==> src/rtl/counter_pkg.sv <==
// Shared types and constants for the digit counter block.
package counter_pkg;

    typedef enum logic [1:0] {
        IDLE  = 2'd0,
        RUN   = 2'd1,
        PAUSE = 2'd2
    } cnt_state_t;

    localparam int DIGIT_W = 4;

    // Saturate a requested digit to the top of the count range.
    function automatic logic [DIGIT_W-1:0] clamp_digit(input logic [DIGIT_W-1:0] val,
                                                       input logic [DIGIT_W-1:0] max_val);
        return (val > max_val) ? max_val : val;
    endfunction

endpackage

==> src/rtl/btn_sync_edge.sv <==
// Two-flop synchronizer for an asynchronous button followed by a rising-edge detector.
// pulse is high for one clk cycle per rising edge of din, however long din is held.
module btn_sync_edge (
    input  logic clk,
    input  logic rst,
    input  logic din,
    output logic pulse
);

    logic sync1;
    logic sync2;
    logic prev;

    always_ff @(posedge clk or posedge rst) begin
        if (rst) begin
            sync1 <= 1'b0;
            sync2 <= 1'b0;
            prev  <= 1'b0;
        end else begin
            sync1 <= din;
            sync2 <= sync1;
            prev  <= sync2;
        end
    end

    assign pulse = sync2 & ~prev;

endmodule

==> src/rtl/digit_counter.sv <==
// Run/pause decade counter with prescaled tick and wrap carry for cascading digits.
// Optional parallel load is enabled with the DIGIT_COUNTER_LOAD_EN macro.
module digit_counter
    import counter_pkg::*;
#(
    parameter int TICK_DIV  = 10_000_000,
    parameter int MAX_DIGIT = 9
) (
    input  logic               clk,
    input  logic               rst,
    input  logic               run_btn,
    input  logic               dir,
    input  logic               clr,
`ifdef DIGIT_COUNTER_LOAD_EN
    input  logic               load,
    input  logic [DIGIT_W-1:0] load_val,
`endif
    output logic [DIGIT_W-1:0] counter,
    output logic               carry,
    output logic               running
);

    localparam int PW = (TICK_DIV > 1) ? $clog2(TICK_DIV) : 1;
    localparam logic [PW-1:0]      PRESC_LAST = PW'(TICK_DIV - 1);
    localparam logic [DIGIT_W-1:0] MAX_D      = DIGIT_W'(MAX_DIGIT);

    cnt_state_t         state;
    cnt_state_t         state_next;
    logic [PW-1:0]      presc;
    logic               toggle;
    logic               tick;
    logic               load_req;
    logic [DIGIT_W-1:0] load_digit;

    btn_sync_edge u_btn (
        .clk   (clk),
        .rst   (rst),
        .din   (run_btn),
        .pulse (toggle)
    );

`ifdef DIGIT_COUNTER_LOAD_EN
    assign load_req   = load & ~clr;
    assign load_digit = clamp_digit(load_val, MAX_D);
`else
    assign load_req   = 1'b0;
    assign load_digit = '0;
`endif

    assign tick = (state == RUN) && (presc == PRESC_LAST);

    // A load holds the current state even if a toggle arrives in the same cycle.
    always_comb begin
        state_next = state;
        if (clr) begin
            state_next = IDLE;
        end else if (!load_req && toggle) begin
            unique case (state)
                IDLE:    state_next = RUN;
                RUN:     state_next = PAUSE;
                PAUSE:   state_next = RUN;
                default: state_next = IDLE;
            endcase
        end
    end

    always_ff @(posedge clk or posedge rst) begin
        if (rst) begin
            state   <= IDLE;
            running <= 1'b0;
        end else begin
            state   <= state_next;
            running <= (state_next == RUN);
        end
    end

    // Prescaler only advances while running; PAUSE keeps the partial count.
    always_ff @(posedge clk or posedge rst) begin
        if (rst) begin
            presc <= '0;
        end else if (clr || load_req) begin
            presc <= '0;
        end else if (state == RUN) begin
            presc <= tick ? '0 : presc + 1'b1;
        end
    end

    always_ff @(posedge clk or posedge rst) begin
        if (rst) begin
            counter <= '0;
            carry   <= 1'b0;
        end else begin
            carry <= 1'b0;
            if (clr) begin
                counter <= '0;
            end else if (load_req) begin
                counter <= load_digit;
            end else if (tick) begin
                if (dir) begin
                    if (counter >= MAX_D) begin
                        counter <= '0;
                        carry   <= 1'b1;
                    end else begin
                        counter <= counter + 1'b1;
                    end
                end else begin
                    if (counter == '0) begin
                        counter <= MAX_D;
                        carry   <= 1'b1;
                    end else begin
                        counter <= counter - 1'b1;
                    end
                end
            end
        end
    end

endmodule
==> config.mk <==
export PLATFORM = sky130hd
export DESIGN_NAME = digit_counter
export DESIGN_NICKNAME = d
export VERILOG_FILES = /design/src/rtl/counter_pkg.sv /design/src/rtl/btn_sync_edge.sv /design/src/rtl/digit_counter.sv
export SDC_FILE = /design/constraint.sdc
export NUM_CORES = 1
export LEC_CHECK = 0
export BUFFER_PORTS_ARGS = -buffer_cell sky130_fd_sc_hd__buf_2
export CORE_MARGIN = 2
export CORE_UTILIZATION = 45
export CTS_BUF_LIST = sky130_fd_sc_hd__clkbuf_4 sky130_fd_sc_hd__clkbuf_8
export CTS_CLUSTER_SIZE = 16
export DETAILED_ROUTE_END_ITERATION = 10
export PLACE_DENSITY_LB_ADDON = 0.25
export SYNTH_ARGS = -nofsm -noshare
export SYNTH_HDL_FRONTEND = slang
export SYNTH_SLANG_ARGS = --single-unit
==> constraint.sdc <==
create_clock -name clk -period 2.3 [get_ports clk]
set_input_delay 0.23 -clock clk [delete_from_list [all_inputs] [get_ports clk]]
set_output_delay 0.23 -clock clk [all_outputs]
set_load 0.03 [all_outputs]
==> results <==
- The area of the die is between 4000 and 5000 um2.
- The leakage component of the power is slightly below 1 nW.
- The die outline width is between 70 and 80 um.
- The number of cells in the finished layout apart from fillers is between 200 and 300.
- Setup repair after global routing left no endpoint under its margin.
- For this run, the total global-route usage over all layers was measured as around a fifth.
- The TritonCTS clock tree is done.
- The dominant cell type by area after synthesis is sky130_fd_sc_hd__dfrtp_1.
- The vertical die dimension is between 70 and 80 um.
- The proportion of netlist area held by the largest area contributor is roughly 45%.
- The number of global-route vias before repair is between 1500 and 2000.
- The combined buffer and inverter count along the critical path is 0.
- The remaining max-slew budget at the tightest pin is a little over three fifths.
- The instance count of the mapped netlist is around 210.
- The critical path starts at presc[0].
- The core region is ~4300 um2.
- The flow ran to the end, and the final reports show no timing, DRC or antenna violations.
- The worst path in the final design needs a cycle of approximately 2200 ps, including I/O delays and setup.
- After detailed routing, the average wire length per cell comes to around 14 um.
- The number of buffers added on ports is 10.
- The master cell of the clock root buffer is sky130_fd_sc_hd__clkbuf_8.
- The highest metal layer carrying signal wires in the routed design is met4.
- The number of top-level pins is 11.
- The number of different library cells in the post-synthesis netlist is 43.
- The number of antenna violations at the first check in global routing was 0.
- For the final database, setup skew stands at approximately 9.0 ps.
- In the detailed route, the total length drawn on met3 is between 150 and 200 um.
- The kind of launch point of the worst setup path is a register.
- The worst stage delay on the critical path is about 530 ps.
- Cells fill a little over half of the core in the end.
- Entering global routing, the biggest net connects 36 pins.
- The total power per unit cell area is 478.7 nW/um2.
- The net load switching power is roughly 0.00026 W.
- At the worst endpoint, the required time is about 2500 ps.
- The post-synthesis instance area is around 2000 um2.
- After detailed routing, the number of vias per cell comes to around 5.5.
- The detailed router finished its first iteration with about 110 violations.
- The net switching fraction of the power is ~23%.
- At the end of the flow, the number of nets in the layout was approximately 260.
- In the layout the commonest cells are 35 x sky130_fd_sc_hd__dfrtp_1, 34 x sky130_fd_sc_hd__nor2_1, 24 x sky130_fd_sc_hd__buf_4.
- Registers take slightly below 900 um2.
- The overall power of the completed layout is ~0.0011 W.
- The fraction of layout instances using a drive strength above 1 is slightly above 20%.
- The most frequently used flop master after synthesis is sky130_fd_sc_hd__dfrtp_1.
- The antenna cell count is 0.
- The average footprint of a synthesized cell is a little over 9 um2.
- By area the synthesized netlist is led by sky130_fd_sc_hd__dfrtp_1 45%, sky130_fd_sc_hd__xnor2_1 8.0%, sky130_fd_sc_hd__nor2_1 6.5%.
- After detailed routing, the wire length on met1 is 1949 um.
- The placer congestion estimate is a little over 0.8.
- The total vias in the final route is approximately 1600.
- The first detailed-routing pass ran for 4 iterations.
- The most common cell type on the critical path is sky130_fd_sc_hd__or4_4.
- Max-cap violations in this run came to 0.
- The worst slack after detailed placement is ~60 ps.
- Traced cell by cell, the critical path runs through ha_4 > nand2_1 > or3_1 > or4_4 > or4_4 > a21oi_2.
- When the netlist entered floorplanning its net count stood at about 220.
- The wire length of the first global-routing pass is ~7400 um.
- The post-route worst setup slack is ~60 ps.
- The final wirelength is approximately 4300 um.
- The later pin in the worst-skew pair is clocked with a latency of about 290 ps.
- The slowest library cell on the worst path is sky130_fd_sc_hd__or4_4.
- The worst-case vdd ir drop is between 300 and 400 uV.
- The area used by multi-input combinational logic is 1039 um2.
- The part of the Yosys area used for sequential elements is 44.59%.
- The effective utilization at floorplan is between 40% and 50%.
- CTS built an H-tree with a depth of 2.
- Per report_power, the clock group accounts for 37.1% of the total.
- The path class of the tightest hold or removal check is in2async.
- In the routed design, unresolved DRC markers number 0.
- At the pin with the least slew margin, the transition time is about 550 ps.
- Leaving out fill and tap cells, the most frequent cell in the layout is sky130_fd_sc_hd__dfrtp_1.
- The maximum fanout count along the critical path is 4.
- At the worst endpoint, the arrival time is 2460 ps.
- The total count of hold-check failures in the final report is 0.
- The HPWL after detailed placement is ~3100 um.
- The total of endpoints with negative setup slack in the final report is 0.
- The layout-stage area growth over the synthesis result is 19.11%.
- The startpoint identified for the worst register-to-register timing path is presc[0].
- Dividing the final minimum period by the clock period gives between 90% and 100%.
- The category of the critical setup timing path is reg2reg.
- The share of synthesized registers carrying an async set or reset is 100.0%.
- Counting flops with a built-in enable in the synthesized netlist gives 0.
- The accumulated negative setup slack is 0 ps.
- Global routing finished with a remaining overflow of 0.
- CTS saw 35 sinks.
- The cell internal power dissipation is 0.0008633 W.
- The count of nets left with antenna violations once routing finished came out at 0.
- The worst setup path is captured at a register.
- The combinational group share of total power is approximately 6.6%.
- The maximum achievable frequency is approximately 450 MHz.
- Clock-pin slew was measured on the worst setup and hold paths at ~70 ps.
- The routed design uses 2097 um of met2 wire.
- The number of pins exceeding their max-slew limit in the final report is 0.
- Among cell families on the critical path, the largest total delay comes from simple AND/OR/NAND/NOR gates.
- The total clock buffers created by CTS is 5.
- After detailed placement, the design holds a cell count of 289.
- Per report_power, the sequential group accounts for between 50% and 60% of the total.
- No sink is reached through more buffers than the 2 on the longest clock path.
- Row generation in the floorplan step produced 24 rows.
- The synthesized design contains 35 register bits.
- During synthesis, Yosys emitted a total of 0 warnings.
- The count of fill cells added during filler insertion is roughly 400.
registers in the layout (all words and copies together), names as in the netlist:
name,flops
u_btn.sync2,1
state,2
running,1
counter,4
u_btn.sync1,1
carry,1
presc,24
u_btn.prev,1
power groups by stage:
stage | combinational, W | sequential (W) | clock [W]
global placement | 0.0000716 | 0.000640 | 0
global route | 0.0000844 | 0.000630 | 0.000449
finish | 0.0000742 | 0.000630 | 0.000416
detailed placement | 0.0000713 | 0.000641 | 0
floorplan | 0.0000444 | 0.000643 | 0
CTS | 0.0000713 | 0.000629 | 0.000430
worst reg2reg max path: stages (launching register included):
cell and delay, ps:
sky130_fd_sc_hd__dfrtp_1 410, sky130_fd_sc_hd__ha_4 160, sky130_fd_sc_hd__nand2_1 70, sky130_fd_sc_hd__or3_1 330, sky130_fd_sc_hd__or4_4 520, sky130_fd_sc_hd__or4_4 530
sky130_fd_sc_hd__a21oi_2 150
routing by layer:
layer	vias up	GRT usage, %
met3	4	4.185
li1	816	-
met2	30	30.37
met4	0	8.974
met1	791	24.91
met5	-	0
cell usage after synthesis (2+ instances only):
library cell,n
sky130_fd_sc_hd__and4bb_1,2
sky130_fd_sc_hd__a21o_1,2
sky130_fd_sc_hd__dfrtp_1,35
sky130_fd_sc_hd__and3_1,3
sky130_fd_sc_hd__buf_2,2
sky130_fd_sc_hd__nor2b_1,3
sky130_fd_sc_hd__or3_1,3
sky130_fd_sc_hd__nor3_1,8
sky130_fd_sc_hd__and4_1,2
sky130_fd_sc_hd__clkbuf_1,5
sky130_fd_sc_hd__inv_1,9
sky130_fd_sc_hd__nand3_1,11
sky130_fd_sc_hd__nand2_1,20
sky130_fd_sc_hd__a2111o_1,2
sky130_fd_sc_hd__mux2i_1,2
sky130_fd_sc_hd__a21oi_1,8
sky130_fd_sc_hd__nor4bb_1,2
sky130_fd_sc_hd__nor2_1,34
sky130_fd_sc_hd__ha_1,5
sky130_fd_sc_hd__nor4_1,6
sky130_fd_sc_hd__nand4_1,8
sky130_fd_sc_hd__xor2_1,3
sky130_fd_sc_hd__xnor2_1,18
final cells by class:
| cell class | instances | share of cell area [%] |
|---|---|---|
| sequential | 35 | 37.43 |
| timing repair buffer | 35 | 10.70 |
| tap | 52 | 2.781 |
| inverter | 9 | 1.444 |
| multi-input combinational | 161 | 44.39 |
| clock buffer | 6 | 3.262 |
metrics by stage:
step	area (um2)	hold slack, ps
after floorplan	1964	261.4
after global placement	2221	331.8
after detailed placement	2221	335.6
after CTS	2297	43.15
after global routing	2340	38.78
final	2340	32.36
logic make-up after synthesis:
kind of cell / Yosys count / synth area share (%)
simple gates: 111 / 29.68
compound gates: 21 / 7.452
xor+xnor: 21 / 9.363
fa+ha+maj: 5 / 3.185
mux: 3 / 2.166
flops: 35 / 44.59
buf+inv: 17 / 3.567
repair_timing:
action                                  CTS  global route
resized for setup                         0             4
hold buffers                              0             0
setup buffers                             0             3
endpoints found under the hold margin     0             0
endpoints found under the setup margin    0             1
path summary, 6_finish.rpt:
| check | slack (ps) | cells past startpoint | to |
|---|---|---|---|
| setup reg to reg | 60 | 6 | counter[2] |
| min in group clk | 50 | 1 | u_btn.sync1 |
| hold reg to reg | 350 | 0 | u_btn.sync2 |
| setup / recovery | 60 | 6 | counter[2] |
| hold / removal | 30 | 3 | counter[2] |
| max in group asynchronous | 1950 | 3 | presc[9] |
(Power assumes the default switching activity.)
